===== config.mk =====
export PLATFORM = sky130hd
export DESIGN_NAME = onehot_rr_arb_flat
export DESIGN_NICKNAME = d
export VERILOG_FILES = /design/src/rtl/onehot_rr_arb_if.sv /design/src/rtl/onehot_rr_arb.sv /design/src/flat_wrapper.sv
export SDC_FILE = /design/constraint.sdc
export NUM_CORES = 1
export LEC_CHECK = 0
export BUFFER_PORTS_ARGS = -buffer_cell sky130_fd_sc_hd__buf_2
export CORE_UTILIZATION = 30
export DETAILED_ROUTE_END_ITERATION = 10
export PLACE_DENSITY = 0.52
export SETUP_SLACK_MARGIN = 0.15
export SLEW_MARGIN = 10
export SYNTH_ARGS = -nofsm -noshare
export SYNTH_HDL_FRONTEND = slang
export SYNTH_SLANG_ARGS = --single-unit

===== constraint.sdc =====
create_clock -name c -period 2.3 [get_ports c]
set_input_delay 0.69 -clock c [delete_from_list [all_inputs] [get_ports c]]
set_output_delay 0.69 -clock c [all_outputs]
set_load 0.1 [all_outputs]

===== src/rtl/onehot_rr_arb_if.sv =====
// Handshake bundle between the requesters and the one-hot round-robin arbiter.
interface onehot_rr_arb_if #(
  parameter int WORDCOUNT = 4,
  parameter int IDXW      = 2
);
  logic [WORDCOUNT-1:0] req;
  logic [WORDCOUNT-1:0] last;
  logic                 rdy;
  logic [WORDCOUNT-1:0] grant;
  logic [IDXW-1:0]      gidx;
  logic                 vld;
  logic                 eob;

  modport master (
    output req, last, rdy,
    input  grant, gidx, vld, eob
  );

  modport slave (
    input  req, last, rdy,
    output grant, gidx, vld, eob
  );
endinterface


===== src/rtl/onehot_rr_arb.sv =====
// Burst-level round-robin arbiter with a registered one-hot grant that drives
// a downstream word mux select directly. A grant is held for a whole burst and
// only moves on the accepted beat that carries last.
//
// state | meaning
// IDLE  | no grant; next requester found by scanning from ptr
// BUSY  | one requester owns the mux until its eob
module onehot_rr_arb #(
  parameter int WORDCOUNT = 4,
  parameter int IDXW      = 2
) (
  input logic              c,
  input logic              r,
  onehot_rr_arb_if.slave   bus
);

  typedef enum logic {IDLE = 1'b0, BUSY = 1'b1} state_t;

  state_t               state_q, state_d;
  logic [WORDCOUNT-1:0] grant_q, grant_d;
  logic [IDXW-1:0]      gidx_q, gidx_d;
  logic [IDXW-1:0]      ptr_q, ptr_d;

  logic [IDXW-1:0]      ptr_nxt;
  logic [IDXW-1:0]      scan_start;
  logic [WORDCOUNT-1:0] scan_cand;
  logic [IDXW:0]        pick_res;
  logic                 vld;
  logic                 eob;

  // First set bit of cand scanning start, start+1, ... with wrap at WORDCOUNT.
  // Returns {found, index}. Scanning downwards lets the smallest offset win.
  function automatic logic [IDXW:0] pick(input logic [WORDCOUNT-1:0] cand,
                                         input logic [IDXW-1:0]      start);
    logic [IDXW:0] res;
    int            j;
    res = '0;
    for (int i = WORDCOUNT - 1; i >= 0; i--) begin
      j = int'(start) + i;
      if (j >= WORDCOUNT) j = j - WORDCOUNT;
      if (cand[j]) res = {1'b1, IDXW'(j)};
    end
    return res;
  endfunction

  // State, grant, index and priority pointer registers.
  always_ff @(posedge c) begin
    if (r) begin
      state_q <= IDLE;
      grant_q <= '0;
      gidx_q  <= '0;
      ptr_q   <= '0;
    end else begin
      state_q <= state_d;
      grant_q <= grant_d;
      gidx_q  <= gidx_d;
      ptr_q   <= ptr_d;
    end
  end

  // Next-state: pick a winner from IDLE, or hand over on eob with the finisher masked.
  always_comb begin
    state_d    = state_q;
    grant_d    = grant_q;
    gidx_d     = gidx_q;
    ptr_d      = ptr_q;
    // Explicit wrap keeps ptr below WORDCOUNT when it is not a power of two.
    ptr_nxt    = (gidx_q == IDXW'(WORDCOUNT - 1)) ? '0 : gidx_q + 1'b1;
    scan_start = ptr_q;
    scan_cand  = bus.req;
    if (state_q == BUSY) begin
      scan_start = ptr_nxt;
      scan_cand  = bus.req & ~grant_q;
    end
    pick_res = pick(scan_cand, scan_start);
    case (state_q)
      IDLE: begin
        if (pick_res[IDXW]) begin
          state_d = BUSY;
          grant_d = {{(WORDCOUNT-1){1'b0}}, 1'b1} << pick_res[IDXW-1:0];
          gidx_d  = pick_res[IDXW-1:0];
        end
      end
      BUSY: begin
        if (eob) begin
          ptr_d = ptr_nxt;
          if (pick_res[IDXW]) begin
            grant_d = {{(WORDCOUNT-1){1'b0}}, 1'b1} << pick_res[IDXW-1:0];
            gidx_d  = pick_res[IDXW-1:0];
          end else begin
            state_d = IDLE;
            grant_d = '0;
            gidx_d  = '0;
          end
        end
      end
      default: begin
        state_d = IDLE;
        grant_d = '0;
        gidx_d  = '0;
      end
    endcase
  end

  // Outputs: beat valid and end-of-burst qualified by the current grant.
  always_comb begin
    vld = |(grant_q & bus.req);
    eob = vld & bus.rdy & |(grant_q & bus.last);
  end

  assign bus.grant = grant_q;
  assign bus.gidx  = gidx_q;
  assign bus.vld   = vld;
  assign bus.eob   = eob;

endmodule

===== src/flat_wrapper.sv =====
// flat-port wrapper written by rule: the top's interface ports become plain ports
module onehot_rr_arb_flat 
#(
  parameter int WORDCOUNT = 4,
  parameter int IDXW      = 2
)
  (c, r, bus_req, bus_last, bus_rdy, bus_grant, bus_gidx, bus_vld, bus_eob);
  onehot_rr_arb_if #(.WORDCOUNT(WORDCOUNT), .IDXW(IDXW)) bus_i ();
  input logic c;
  input logic r;
  input wire logic [$bits(bus_i.req)-1:0] bus_req;
  input wire logic [$bits(bus_i.last)-1:0] bus_last;
  input wire logic [$bits(bus_i.rdy)-1:0] bus_rdy;
  output wire logic [$bits(bus_i.grant)-1:0] bus_grant;
  output wire logic [$bits(bus_i.gidx)-1:0] bus_gidx;
  output wire logic [$bits(bus_i.vld)-1:0] bus_vld;
  output wire logic [$bits(bus_i.eob)-1:0] bus_eob;
  assign bus_i.req = bus_req;
  assign bus_i.last = bus_last;
  assign bus_i.rdy = bus_rdy;
  assign bus_grant = bus_i.grant;
  assign bus_gidx = bus_i.gidx;
  assign bus_vld = bus_i.vld;
  assign bus_eob = bus_i.eob;
  onehot_rr_arb #(.WORDCOUNT(WORDCOUNT), .IDXW(IDXW)) u_core (.c(c), .r(r), .bus(bus_i));
endmodule

# Word level (Yosys, flattened, before mapping)
# Cells that the tools add are included.
[classes] addsub=8 n_lt_le_gt_ge=8 n_eq_ne=3 shifts=1 muxes=34 n_bitwise=7 n_reduce_logical=4
[ops] operator="$lt 32x4->1 const B" count=4
[ops] operator="$mux 32" count=4
[ops] operator="$ge 32x4->1 const B" count=3
[ops] operator="$sub 32x4->32 const B" count=3
[ops] operator="$mux 4" count=4
[ops] operator="$and 4x4->4" count=3
[ops] operator="$mux 3" count=4
[ops] operator="$mux 1" count=10
[ops] operator="$mux 2" count=5
[ops] operator="$bmux 1 s2" count=4
[ops] operator="$pmux 4 s2" count=1
[ops] operator="$reduce_or 4->1" count=2
[ops] operator="$add 2x2->3 const B" count=2
[ops] operator="$not 4->4" count=1
[ops] operator="$pmux 2 s2" count=1
[ops] operator="$reduce_and 2->1" count=2
[ops] operator="$shl 1x2->4 const A" count=1
[ops] operator="$sub 2x3->4 const B" count=1
[ops] operator="$add 2x1->3 const B" count=1
[ops] operator="$ge 2x3->1 const B" count=1
[ops] operator="$add 2x1->2 const B" count=1
[ops] operator="$and 1x1->1" count=2
[ops] operator="$eq 2x2->1 const B" count=1
[ops] operator="$ne 2x1->1 const B" count=1
[ops] operator="3 further kinds" count=3
[totals] register_bits=9 inputBits=11 word_cells=69

# Longest topological paths before layout
# Gate-level depths: netlist (run 1).
[depth] depth_word=17 ltp_mapped=7 depth_no_buf=7

# Least setup slack after synthesis (run 1)
# Ideal clock, no wire load.
[synth_timing] path_type="register to register" startpoint="reg u_core.grant_q[3], in the netlist u_core.bus.grant[3]" endpoint="reg u_core.ptr_q[0]" setup_time_ns=0.070 arrival_time_ns=3.531 slack_ns=-1.301 path_stages_with_launch=7 n_path_buf=0 path_cell_list="dfxtp_1 a22oi_1 nand2_1 and3_1 nand2_1 or3_1 a21oi_1"
[synth_via] elab_chain_cells=5 elab_cells_between_ends=7
[synth_lines] element="start, declared" line_no="onehot_rr_arb.sv:20" rtl="logic [WORDCOUNT-1:0] grant_q, grant_d;"
[synth_lines] element="start signal, assigned" line_no="onehot_rr_arb.sv:55" rtl="grant_q <= grant_d;"
[synth_lines] element="$and 4x4->4" line_no="onehot_rr_arb.sv:107" rtl="vld = |(grant_q & bus.req);"
[synth_lines] element="$reduce_or 4->1" line_no="onehot_rr_arb.sv:107"
[synth_lines] element="via bus_vld" line_no="flat_wrapper.sv:16" rtl="output wire logic [$bits(bus_i.vld)-1:0] bus_vld;"
[synth_lines] element="$and 1x1->1 (2 in series)" line_no="onehot_rr_arb.sv:108" rtl="eob = vld & bus.rdy & |(grant_q & bus.last);"
[synth_lines] element="via bus_eob" line_no="flat_wrapper.sv:17" rtl="output wire logic [$bits(bus_i.eob)-1:0] bus_eob;"
[synth_lines] element="$reduce_and 2->1 (no line)"
[synth_lines] element="end signal, assigned" line_no="onehot_rr_arb.sv:57" rtl="ptr_q <= ptr_d;"
[synth_lines] element="end, declared" line_no="onehot_rr_arb.sv:22" rtl="logic [IDXW-1:0] ptr_q, ptr_d;"
# The timed path passes the listed nets, and every way through them passes these cells.
# A chain may end at the register's enable or synchronous reset.

# Worst setup path after layout (run 1)
[layout_timing] startpoint="in bus_req[3]" endpoint="out bus_eob"
[layout_via] elab_chain_cells=4
[layout_lines] element="start, declared" line_no="flat_wrapper.sv:11" rtl="input wire logic [$bits(bus_i.req)-1:0] bus_req;"
[layout_lines] element="$and 4x4->4" line_no="onehot_rr_arb.sv:107"
[layout_lines] element="$reduce_or 4->1" line_no="onehot_rr_arb.sv:107"
[layout_lines] element="$and 1x1->1 (2 in series)" line_no="onehot_rr_arb.sv:108"
[layout_lines] element="end, declared" line_no="flat_wrapper.sv:17"
# Every way passes these cells.

==> results of run 1 <==
==> area by class of cell <==
type / instances / area [sq um] / share of cell area (%)
inverter: 3 / 11.3 / 1.40
clock buffer: 4 / 26.3 / 3.28
multi-input combinational: 54 / 400 / 49.9
sequential: 9 / 198 / 24.6
timing repair buffer: 20 / 135 / 16.8
tap: 25 / 31.3 / 3.90
==> registers in the layout (all words and copies together), names as in the netlist <==
name / count
u_core.bus.gidx: 2
u_core.bus.grant: 4
u_core.state_q: 1
u_core.ptr_q: 2
==> cell families after synthesis <==
family,Yosys count
adders and majority gates,1
AOI/OAI and AO/OA,26
and+or+nand+nor,25
muxes,2
DFF,9
buffers and inverters,5
==> critical path, cell delays in order <==
cell and delay [ps]:
buf_2 130, a22oi_2 220, nand2_4 60, and3_4 160, buf_12 160
==> per-layer routing <==
metal / vias to the layer above / GRT usage (%) / routed length, microns
li1: 302 / - / -
met1: 258 / 18.9 / 638
met2: 22 / 24.2 / 623
met3: 4 / 3.57 / 98
met4: 0 / 8.82 / 23
met5: - / 0 / 0
==> power by group <==
group,internal [mW],switching (mW)
Combinational,0.0686,0.140
Clock,0.0667,0.0530
Sequential,0.166,0.0169
==> repair_timing <==
action	4_1_cts	5_1_grt
hold endpoints to repair	0	0
gates resized for setup	0	1
setup buffers	0	2
setup endpoints to repair	0	1
==> cell usage in the layout, fill, tap and decap left out, types with 2 or more instances in the layout <==
master	count
buf_12	2
a22oi_2	3
nor2b_1	2
clkbuf_4	3
buf_2	16
dfxtp_2	2
nor2_1	8
a21oi_1	5
dfxtp_1	3
dfxtp_4	4
a22oi_1	4
a32oi_1	2
nand2_1	7
buf_4	2
inv_1	2
==> stage by stage <==
| step | hold slack (ps) | area (sq um) | power (mW) |
|---|---|---|---|
| 3_3_place_gp | 439 | 756 | 0.387 |
| 3_5_place_dp | 455 | 756 | 0.386 |
| 5_1_grt | 487 | 802 | 0.546 |
| 6_report | 465 | 802 | 0.511 |
| 4_1_cts | 465 | 782 | 0.509 |
| 2_1_floorplan | 427 | 619 | 0.341 |
==> worst paths after layout <==
kind	depth (start not counted)	endpoint
max	5	bus_eob
min	2	u_core.ptr_q[0]
max reg2reg	6	u_core.bus.grant[1]
min reg2reg	2	u_core.ptr_q[0]
==> flow_metrics.tcl, run 1 <==
set metrics [dict create \
    max_freq_mhz 473 \
    finalSetupViolCount 0 \
    ys_ff_latch 9 \
    synth_edf_count 0 \
    chipHeight_microns 45.9 \
    yosys_warnings 0 \
    syn_inst 68 \
    cts_tree "built" \
    fillers 188 \
    critPathLaunch "bus_req[3]" \
    cts-root-buf "clkbuf_4" \
    finalWirelength_microns 1380 \
    synth.net_count 80 \
    cp-end-kind "output port" \
    clkLatencyLatePin_ps 260 \
    syn_avg_cell_area_sq_um 8.52 \
    cap_violations 0 \
    utilization_pct 45.5 \
    cts.htree.levels 1 \
    synth_top_family_by_area "compound AO/OA/AOI/OAI gates" \
    period_share_pct 91.9 \
    place_congestion 0.697 \
    start_util_pct 32.8 \
    hp-start "u_core.ptr_q[0]" \
    grt_pass1_wl_microns 2260 \
    drive_gt1_share_pct 44.4 \
    grt_max_degree 12 \
    dieArea_sq_mm 0.00211 \
    hp-class "reg -> reg" \
    crit_required_ps 1610 \
    relSlewSlack_pct 65.8 \
    via_count 586 \
    ys.flop_type "dfxtp_1" \
    portBuffers 18 \
    setup.worst_path.start_class "input port" \
    fin_cells 115 \
    critPathMaxFanout 5 \
    cp.arrival_ps 1420 \
    finalSetupTns_ps 0 \
    ctsHoldBuffers 0 \
    synth_area_leaders "dfxtp_1, a22oi_1, nand2_1" \
    grtUsageTotal_pct 15.4 \
    critical_path_class "in -> out" \
    peakVddDrop_uv 226 \
    synthMuxAreaShare_pct 5.62 \
    grt_antenna_before_repair 0 \
    dp_slack_ps 170 \
    routedWlPerCell_microns 12.0 \
    fp.dieW_microns 45.9 \
    nets 103 \
    rsz0062_at_grt "no" \
    core_sq_mm 0.00176 \
    place_inst 109 \
    synth_top_area_cell "dfxtp_1" \
    r2r_start "u_core.state_q" \
    firstDrtPassIters 5 \
    syn_area_sq_um 579 \
    worst_slack_ps 185 \
    ant_nets 0 \
    clkSlewWorstSetupHoldPaths_ps 60 \
    ys_seq_area_share_pct 31.1 \
    synth_common_cells "dfxtp_1, nand2_1, nor2_1" \
    grt_pass1_vias 555 \
    area_delta_synth_final_pct 38.4 \
    synthAdderAreaFrac_pct 2.16 \
    diodes 0 \
    drtIter0Drc 12 \
    layout_min_cycle_time_ps 2110 \
    status "completed" \
    cts.sinks 9 \
    skew_ps 3.24 \
    yosysMostFrequentCell "dfxtp_1" \
    synthSimpleGateAreaFrac_pct 21.2 \
    synth_async_sr_flop_share_pct 0 \
    synth_compound_area_share_pct 35.4 \
    synth_top_area_share_pct 31.1 \
    cts_max_path_buffers 2 \
    worstMarginPinSlew_ps 512 \
    hold_viol_final 0 \
    cts_buffers 3 \
    drc_errors 0 \
    io_pins 19 \
    p_leak_nw 0.349 \
    synth_cell_types 33 \
    dp_hpwl_microns 1060 \
    gr-total-overflow 0 \
    power_density_mw_per_mm2 637 \
    row_count 15 \
    rrSetupSlack_ps 400 \
    routed_via_density 5.10 \
    slew_viol_final 0 \
    synth_xor_area_share_pct 0 \
]
(Power assumes the default switching activity.)
==> run 2: changes to the inputs <==
Settings changed: GPL_TIMING_DRIVEN set to 0.
==> flow_metrics.tcl, run 2 (synthesized netlist as in run 1, its figures left out) <==
set metrics [dict create \
    finalWirelength_microns 1370 \
    portBuffers 17 \
    io_pins 19 \
    slowest_delay_ps 200 \
    hp-class "reg -> reg" \
    crit_buf_inv 2 \
    grt_antenna_before_repair 0 \
    multi_input_comb_area_sq_um 395 \
    max_freq_mhz 472 \
    cts_buffers 3 \
    seqCellArea_sq_um 198 \
    finalSetupViolCount 0 \
    row_count 15 \
    cap_violations 0 \
    cts_max_path_buffers 2 \
    setup.worst_path.start_class "input port" \
    total_power_mw 0.499 \
    whs_ps 451 \
    cp.arrival_ps 1430 \
    r2r_start "u_core.bus.gidx[0]" \
    rsz0062_at_grt "no" \
    dieArea_sq_mm 0.00211 \
    fin_cells 116 \
    via_count 610 \
    p_leak_nw 0.351 \
    finalSetupTns_ps 0 \
    ant_nets 0 \
    gr-total-overflow 0 \
    clkSlewWorstSetupHoldPaths_ps 60 \
    relSlewSlack_pct 67.9 \
    utilization_pct 45.2 \
    cp-end-kind "output port" \
    grtUsageTotal_pct 14.7 \
    diodes 0 \
    final_common_cell "buf_2" \
    dp_hpwl_microns 1070 \
    chipHeight_microns 45.9 \
    place_inst 110 \
    fp.dieW_microns 45.9 \
    crit_path_top_delay_cell "and3_4" \
    critical_path_class "in -> out" \
    dp_slack_ps 28.1 \
    r2r_cells 7 \
    r2r-end "u_core.bus.grant[1]" \
    min_to "u_core.ptr_q[0]" \
    area_delta_synth_final_pct 37.8 \
    skew_ps 2.10 \
    rrSetupSlack_ps 520 \
    hp-start "u_core.ptr_q[0]" \
    grt_pass1_wl_microns 2150 \
    fillers 190 \
    power_density_mw_per_mm2 625 \
    start_util_pct 32.8 \
    grt_pass1_vias 504 \
    grt_max_degree 11 \
    largest_reg_flops 4 \
    firstDrtPassIters 4 \
    place_area_sq_um 736 \
    routed_via_density 5.26 \
    min_path_cells 2 \
    fin_area_sq_um 798 \
    clkLatencyLatePin_ps 260 \
    crit_family "simple AND/OR/NAND/NOR gates" \
    period_share_pct 92.1 \
    status "completed" \
    core_sq_mm 0.00176 \
    final_cell_mix "buf_2, nor2_1, nand2_1" \
    cts-root-buf "clkbuf_4" \
    drive_gt1_share_pct 42.9 \
    cts.htree.levels 1 \
    cts.sinks 9 \
    critPathMaxFanout 2 \
    drtIter0Drc 21 \
    place_congestion 0.697 \
    cts_tree "built" \
    peakVddDrop_uv 307 \
    crit_chain "buf_2 > a22oi_1 > nand2_1 > and3_4 > buf_12" \
    slew_viol_final 0 \
    worst_slack_ps 182 \
    layout_min_cycle_time_ps 2120 \
    worstMarginPinSlew_ps 485 \
    drc_errors 0 \
    nets 104 \
    crit_required_ps 1610 \
    hold_viol_final 0 \
    routedWlPerCell_microns 11.8 \
]
run 2: power by group:
group | internal [mW] | switching (mW) | leakage, nW | total (mW)
sequential | 0.166 | 0.0128 | 0.0773 | 0.179
clock | 0.0666 | 0.0510 | 0.0150 | 0.118
combinational | 0.0604 | 0.142 | 0.259 | 0.202
total | 0.293 | 0.206 | 0.351 | 0.499
run 2: routing by layer:
| layer | global-route usage (%) | routed length [microns] |
|---|---|---|
| met1 | 20.6 | 695 |
| met2 | 20.0 | 587 |
| met3 | 1.19 | 55 |
| met4 | 12.4 | 35 |
| met5 | 0 | 0 |
run 2: worst max-delay path by stage:
stage                     start      end  slack, ps  depth (start not counted)
global route        bus_last[1]  bus_eob        150                          5
detailed placement   bus_req[3]  bus_eob         30                          5
global placement     bus_req[3]  bus_eob         30                          5
finish              bus_last[1]  bus_eob        180                          5
floorplan            bus_req[1]  bus_eob        130                          3
CTS                  bus_req[3]  bus_eob        160                          5
run 2: worst register-to-register path, cell delays in order (launching register included):
cell and delay, ps:
dfxtp_2 340, ha_1 340, mux2i_4 220, nand3_1 100, a31o_1 240, o311a_1 150, a32oi_1 200, nor2_1 60
run 2: what timing repair did:
| item | 4_1_cts | 5_1_grt |
|---|---|---|
| hold buffers | 0 | 0 |
| pin swaps | 0 | 2 |
| endpoints found under the setup margin | 1 | 1 |
| buffers inserted | 0 | 2 |
| gates cloned | 0 | 0 |
| resized for setup | 2 | 4 |
| hold endpoints to repair | 0 | 0 |
run 2: area by class of cell:
type                       instances  share of cell area [%]
sequential                         9                    24.8
buffer                             2                    1.88
tap                               25                    3.92
inverter                           3                    1.41
timing repair buffer              19                    15.2
multi-input combinational         54                    49.5
clock buffer                       4                    3.29
